--- config.mk ---
export PLATFORM = sky130hd
export DESIGN_NAME = axis_out_framer
export DESIGN_NICKNAME = d
export VERILOG_FILES = /design/src/rtl/axis_out_framer.sv
export SDC_FILE = /design/constraint.sdc
export NUM_CORES = 1
export LEC_CHECK = 0
export CORE_ASPECT_RATIO = 1.2
export CORE_MARGIN = 2
export CORE_UTILIZATION = 24
export DETAILED_ROUTE_END_ITERATION = 10
export GPL_TIMING_DRIVEN = 0
export PLACE_DENSITY_LB_ADDON = 0.12
export SYNTH_ARGS = -nofsm -noshare
export SYNTH_HDL_FRONTEND = slang
export SYNTH_SLANG_ARGS = --single-unit
export TNS_END_PERCENT = 10
--- constraint.sdc ---
create_clock -name clk -period 3.4 [get_ports clk]
set_input_delay 0.51 -clock clk [delete_from_list [all_inputs] [get_ports clk]]
set_output_delay 0.51 -clock clk [all_outputs]
set_load 0.005 [all_outputs]
--- src/rtl/axis_out_framer.sv ---
`default_nettype none
// +--------------------------------------------------------------------------+
// | Module      : axis_out_framer                                            |
// | Description : Output FIFO plus AXI-Stream framing. It adds tuser at the  |
// |               start of each frame, tlast at each line end, and a         |
// |               frame_done pulse.                                          |
// | Option      : OUT_FRAMER_STALL_CNT_EN enables the backpressure counter   |
// | Revision    : 1.0 - initial release                                      |
// +--------------------------------------------------------------------------+
module axis_out_framer #(
  parameter int AXISOUT_DATA_WIDTH = 24,
  parameter int DST_IMG_WIDTH      = 3840,
  parameter int DST_IMG_HEIGHT     = 2160,
  parameter int OUT_FIFO_DEPTH     = 16
) (
  input  logic                              clk,
  input  logic                              rst_n,
  input  logic                              clr,
  input  logic                              s_axis_tvalid,
  output logic                              s_axis_tready,
  input  logic [AXISOUT_DATA_WIDTH-1:0]     s_axis_tdata,
  output logic                              m_axis_tvalid,
  input  logic                              m_axis_tready,
  output logic [AXISOUT_DATA_WIDTH-1:0]     m_axis_tdata,
  output logic [AXISOUT_DATA_WIDTH/8-1:0]   m_axis_tkeep,
  output logic                              m_axis_tlast,
  output logic                              m_axis_tuser,
  output logic                              frame_done,
  output logic [$clog2(OUT_FIFO_DEPTH):0]   fifo_level,
  output logic [31:0]                       stall_cnt
);

  localparam int AW = $clog2(OUT_FIFO_DEPTH);
  localparam int LW = AW + 1;
  localparam int CW = (DST_IMG_WIDTH  > 1) ? $clog2(DST_IMG_WIDTH)  : 1;
  localparam int RW = (DST_IMG_HEIGHT > 1) ? $clog2(DST_IMG_HEIGHT) : 1;
  localparam int KW = AXISOUT_DATA_WIDTH / 8;

  localparam logic [LW-1:0] DEPTH_LVL = LW'(OUT_FIFO_DEPTH);
  localparam logic [CW-1:0] COL_LAST  = CW'(DST_IMG_WIDTH - 1);
  localparam logic [RW-1:0] ROW_LAST  = RW'(DST_IMG_HEIGHT - 1);

  logic [AXISOUT_DATA_WIDTH-1:0] mem [OUT_FIFO_DEPTH];
  logic [AW-1:0]                 wr_ptr;
  logic [AW-1:0]                 rd_ptr;
  logic [LW-1:0]                 level;
  logic [CW-1:0]                 col;
  logic [RW-1:0]                 row;
  logic                          push;
  logic                          pop;
  logic                          col_end;
  logic                          row_end;

  // Ready follows rst_n directly so that it reads 0 while reset is held.
  // clr also blocks input, so a beat offered during a flush is never taken.
  assign s_axis_tready = rst_n && (level < DEPTH_LVL) && !clr;
  assign m_axis_tvalid = (level != '0);
  assign push          = s_axis_tvalid && s_axis_tready;
  assign pop           = m_axis_tvalid && m_axis_tready && !clr;
  assign col_end       = (col == COL_LAST);
  assign row_end       = (row == ROW_LAST);

  // Data, keep and the markers are masked while empty.
  // This gives clean zeros out of reset.
  assign m_axis_tdata = m_axis_tvalid ? mem[rd_ptr] : '0;
  assign m_axis_tkeep = m_axis_tvalid ? {KW{1'b1}} : '0;
  assign m_axis_tlast = m_axis_tvalid && col_end;
  assign m_axis_tuser = m_axis_tvalid && (col == '0) && (row == '0);
  assign fifo_level   = level;

  // Storage array; no reset needed because reads are masked by level.
  always_ff @(posedge clk) begin
    if (push) begin
      mem[wr_ptr] <= s_axis_tdata;
    end
  end

  // Pointers and occupancy; a simultaneous push and pop leaves the level unchanged.
  always_ff @(posedge clk or negedge rst_n) begin
    if (!rst_n) begin
      wr_ptr <= '0;
      rd_ptr <= '0;
      level  <= '0;
    end else if (clr) begin
      wr_ptr <= '0;
      rd_ptr <= '0;
      level  <= '0;
    end else begin
      if (push) wr_ptr <= wr_ptr + 1'b1;
      if (pop)  rd_ptr <= rd_ptr + 1'b1;
      if (push && !pop)      level <= level + 1'b1;
      else if (pop && !push) level <= level - 1'b1;
    end
  end

  // Column and row position of the head beat; both advance only on a pop.
  always_ff @(posedge clk or negedge rst_n) begin
    if (!rst_n) begin
      col <= '0;
      row <= '0;
    end else if (clr) begin
      col <= '0;
      row <= '0;
    end else if (pop) begin
      if (col_end) begin
        col <= '0;
        row <= row_end ? '0 : row + 1'b1;
      end else begin
        col <= col + 1'b1;
      end
    end
  end

  // frame_done is high for one cycle after the last beat of a frame is popped.
  always_ff @(posedge clk or negedge rst_n) begin
    if (!rst_n)   frame_done <= 1'b0;
    else if (clr) frame_done <= 1'b0;
    else          frame_done <= pop && col_end && row_end;
  end

`ifdef OUT_FRAMER_STALL_CNT_EN
  // Count the cycles where output is valid but held off; saturate at all ones.
  always_ff @(posedge clk or negedge rst_n) begin
    if (!rst_n) begin
      stall_cnt <= '0;
    end else if (clr) begin
      stall_cnt <= '0;
    end else if (m_axis_tvalid && !m_axis_tready && (stall_cnt != 32'hFFFF_FFFF)) begin
      stall_cnt <= stall_cnt + 32'd1;
    end
  end
`else
  assign stall_cnt = 32'd0;
`endif

endmodule
`default_nettype wire

# Word-level counts from Yosys, hierarchy flattened
# Memories as Yosys holds them, arrays and structs flattened.
# Index checks and enable logic that the tools add are counted.
# Widths: inputs -> output; s select.
totals:
  register_bits: 38
  mem_bits_rw: 384
  output_inout_bits: 69
  elab_cells: 58
  n_memories: 1
memory_table:
  columns: ["memory", "words", "word_bits", "read_ports", "rd_clocked_by_memory_dff", "wr", "line", "text"]
  rows:
  - ["mem", 16, 24, 1, 0, 1, "43", "logic [AXISOUT_DATA_WIDTH-1:0] mem [OUT_FIFO_DEPTH];"]
op_classes:
  add_sub_neg: 6
  order_cmp: 1
  eq_ne: 2
  n_mux: 19
  n_reduce_logical: 23
op_table:
  columns: ["operator", "count"]
  rows:
  - ["$mux 12", 7]
  - ["$add 12x1->12 const B", 2]
  - ["$eq 12x12->1 const B", 2]
  - ["$logic_not 12->1", 2]
  - ["$mux 24", 1]
  - ["$mux 4", 4]
  - ["$mux 5", 3]
  - ["$logic_and 1x1->1", 12]
  - ["$add 4x1->4 const B", 2]
  - ["$reduce_bool 2->1", 3]
  - ["$add 5x1->5 const B", 1]
  - ["$lt 5x5->1 const B", 1]
  - ["$reduce_bool 5->1", 1]
  - ["$sub 5x1->5 const B", 1]
  - ["$logic_not 1->1", 3]
  - ["$mux 1", 3]
  - ["$mux 3", 1]
  - ["$reduce_bool 3->1", 1]
  - ["$reduce_and 2->1", 1]

# Depth between registers and ports, before layout
logic_depth:
  word_depth: 9
  depth_mapped: 9

# Worst setup path after synthesis
# No wires, ideal clock.
synth_timing:
  path_type: "in2reg"
  startpoint: "in clr"
  endpoint: "mem mem[3][0] (enable)"
  arrival_ps: 3160
  slack_ps: -226
  cell_stages: 3
  cell_sequence: "nand4bb_1 -> clkbuf_1 -> nor4_1"
synth_via:
  elab_chain_len: 5
synth_rtl:
  columns: ["item", "line", "text"]
  rows:
  - ["start, declared", "18", "input logic clr,"]
  - ["$logic_not 1->1", "56", "assign s_axis_tready = rst_n && (level < DEPTH_LVL) && !clr;"]
  - ["$logic_and 1x1->1", "56", null]
  - ["$logic_and 1x1->1", "58", "assign push = s_axis_tvalid && s_axis_tready;"]
  - ["$mux 1", "73", "if (push) begin"]
  - ["$mux 1 (implied by the code)", "74", "mem[wr_ptr] <= s_axis_tdata;"]
  - ["end, declared", "43", null]
# No other way between the ends.

# Worst setup path in the final report
layout_timing:
  startpoint: "reg rd_ptr[0]"
  endpoint: "out m_axis_tdata[8]"
layout_via:
  elab_chain_len: 2
layout_rtl:
  columns: ["item", "line", "text"]
  rows:
  - ["start, declared", "45", "logic [AW-1:0] rd_ptr;"]
  - ["start signal, assigned", "90", "if (pop) rd_ptr <= rd_ptr + 1'b1;"]
  - ["$mem_v2 16x24", null, null]
  - ["$mux 24", "65", "assign m_axis_tdata = m_axis_tvalid ? mem[rd_ptr] : '0;"]
  - ["end, declared", "24", "output logic [AXISOUT_DATA_WIDTH-1:0] m_axis_tdata,"]
# No other way between the ends.

==> flow_summary_export.csv <==
group,metric,value,unit
status,outcome,"completed",
cts,clock-sinks,422,
cts,htreeDepth,2,
cts,clockBufferDepth,3,
cells_and_area,register_area,0.0125,mm2
cells_and_area,syn_to_final_growth,25.3,%
critical_path,r2r-start,"fifo_level[4]$_DFFE_PN0P_",
drt,via_per_inst,4.42,
cells_and_area,final_common_cell,"edfxtp_1",
die,die-area,0.0741,mm2
critical_path,cp.arrival,2.82,ns
timing,setup_viol,0,
logic_synthesis,ys_ff_latch,422,
logic_synthesis,synth_area_leader_cell,"edfxtp_1",
drt,dr.pass1.iters,5,
critical_path,rrSetupSlack,0.34,ns
global_routing,grt_pass1_wl,68600,um
drt,routed_wl,46700,um
timing,period_share,0.978,
critical_path,crit_fanout,10,
timing,clock.fmax,0.301,GHz
drt,drc,0,
cells_and_area,drive_above_1_share,0.279,
logic_synthesis,yosys-top-cells-area,"edfxtp_1, mux4_2, dfrtp_1",
drt,wl_per_cell,22.6,um
placement,io_buffers,65,
logic_synthesis,synth.cell_area,0.0173,mm2
global_routing,first_global_vias,9629,
logic_synthesis,synth-edff-count,384,
cts,clkTransAtPathRegs,0.06,ns
cells_and_area,antennaDiodeCount,0,
cts,numCtsBuffers,47,
cells_and_area,fin_nets,1146,
drt,drtIter0Drc,638,
min_path,worstHoldPathType,"input port to asynchronous set/reset pin",
logic_synthesis,yosysWarnings,0,
logic_synthesis,synthCells,911,
cells_and_area,fillers,6936,
timing,rsz0062_at_grt,"yes",
placement,dp_slack,-0.654,ns
critical_path,crit_type,"register to output pin",
global_routing,grt_max_degree,30,
critical_path,required,2.89,ns
die,die_h,298,um
die,num_io_pins,98,
power_and_ir_drop,cellLeakagePower,6.92,nW
timing,hold_viol,0,
cells_and_area,multi_input_area,0.00452,mm2
critical_path,crit_path_end_kind,"output pin",
logic_synthesis,ys_seq_area_frac,0.723,
die,die_w,249,um
global_routing,grt_usage,0.127,
drt,ant_nets,0,
run,maxCapViolations,0,
critical_path,critPathLaunch,"rd_ptr[0]$_DFFE_PN0P_",
logic_synthesis,ys.flop_type,"edfxtp_1",
critical_path,endpoint,"m_axis_tdata[8]",
timing,period_needed,3.33,ns
logic_synthesis,avgSynthCellArea,18.9,um2
logic_synthesis,synth_cell_types,54,
cells_and_area,final_cell_mix,"edfxtp_1, mux4_2, buf_4",
logic_synthesis,yosys.area.top_type_share,0.668,
placement,place_congestion,0.730,
critical_path,start_kind,"register",
die,rows,107,
critical_path,r2r-end,"mem[4][14]$_DFFE_PP_",
global_routing,grt_overflow,0,
drt,dr_total_vias,9114,
placement,dp.final_hpwl,31300,um
power_and_ir_drop,vdd_drop_max,0.358,mV
power_and_ir_drop,cellPowerDensity,681,mW/mm2
logic_synthesis,async_flop_share,0.0900,
timing,slew_violations,0,
global_routing,antenna_found_initial,0,
die,initial_core_util,0.243,
cts,cts_tree,"built",
critical_path,rr_worst_depth,8,
power_and_ir_drop,total_power,14.7,mW
die,core,0.0711,mm2
cts,clock_tree.root_cell,"clkbuf_16",
timing,worst_slack,0.0746,ns
timing,fin_worst_skew,0.0233,ns
timing,max-slew-margin-rel,0.279,
cts,clk_latency,0.57,ns
timing,tightest_slew,1.07,ns
## cells by family after synthesis
logic type                 synth area share
AOI/OAI and AO/OA                    0.0377
xor gates and xnor gates            0.00457
adders and majority gates            0.0106
buffers and inverters                0.0313
DFF                                   0.723
muxes                                 0.153
other                              0.000217
and+or+nand+nor                      0.0391
## report_power, final
group | internal [mW] | total (mW) | switching (mW)
registers | 5.74 | 5.81 | 0.0748
logic | 2.15 | 4.16 | 2.01
clock network | 2.71 | 4.75 | 2.04
total | 10.6 | 14.7 | 4.12
## how the worst min path moves through the flow
stage | to | slack, ns | cells after the start
after floorplan | col[0]$_DFFE_PN0P_ | 0.21 | 0
after global placement | row[8]$_DFFE_PN0P_ | 0.53 | 1
after detailed placement | row[5]$_DFFE_PN0P_ | 0.41 | 1
after CTS | row[8]$_DFFE_PN0P_ | 0.04 | 3
after global routing | row[6]$_DFFE_PN0P_ | 0.08 | 3
final | row[6]$_DFFE_PN0P_ | 0.08 | 3
## sequential cells by signal, indices dropped and copies added, names as in the netlist
register,count
mem,384
col,12
row,12
fifo_level,5
rd_ptr,4
wr_ptr,4
frame_done,1
## layer usage
| layer | GRT usage | up-vias | routed length (um) |
|---|---|---|---|
| li1 | - | 4056 | - |
| met1 | 0.169 | 4818 | 21000 |
| met2 | 0.213 | 177 | 23100 |
| met3 | 0.0210 | 63 | 1670 |
| met4 | 0.0352 | 0 | 986 |
| met5 | 0 | - | 0 |
## repair_timing
item | CTS | global route
hold buffers | 2 | 0
gates cloned | 0 | 0
endpoints found under the setup margin | 25 | 25
endpoints found under the hold margin | 9 | 0
resized for setup | 75 | 30
setup buffers | 7 | 5
pin swaps | 1 | 2
## Yosys cell counts (2+ instances only)
cell       instances
nor3b_1            2
nor2b_1            2
xnor2_1            2
ha_1              13
a41oi_1            2
o2111ai_1          2
clkbuf_1          28
o21ai_0            9
nand2b_1           2
xor2_1             7
and3_1             7
nor4_1            10
o31ai_1            7
or3_1              6
and2_1             6
edfxtp_1         384
nand4_1            8
nor3_1            12
a21o_1             2
or2_2              3
buf_4             36
inv_1             17
mux4_2            96
a21oi_1           16
mux2i_1           48
o311ai_0           4
dfrtp_1           38
or4_1              6
a31oi_1            2
a311oi_1           2
nand2_1           20
a211oi_1           3
nor2_1            18
o211ai_1          12
nand3_1           17
buf_2             20
o22ai_1           25
## worst max-delay path: stages (launching register included)
cell and delay (ns):
dfrtp_1 0.40, buf_12 0.17, buf_12 0.14, buf_12 0.16
mux4_2 0.50, mux2i_1 0.21, o22ai_2 0.16, clkdlybuf4s50_1 0.47
## through the flow
step / std cells / cell area (um2) / util / setup TNS (ns) / hold WS [ns]
CTS: 2060 / 21500 / 0.302 / -1.16 / 0.0430
detailed placement: 1970 / 19800 / 0.278 / -17.09 / 0.414
finish: 2064 / 21600 / 0.304 / 0 / 0.0820
global placement: 1933 / 19200 / 0.270 / -1538.96 / 0.534
floorplan: 942 / 17400 / - / -21.64 / 0.214
global route: 2064 / 21600 / 0.304 / -0.131 / 0.0778
## area by class of cell
cell class / instances / share of cell area
Timing Repair Buffer: 116 / 0.0592
Inverter: 17 / 0.00307
Sequential cell: 422 / 0.578
Multi-Input combinational cell: 419 / 0.209
Tap cell: 926 / 0.0536
Clock buffer: 62 / 0.0575
Clock inverter: 22 / 0.00718
Buffer: 80 / 0.0325
Power figures use the tool's default switching activity.
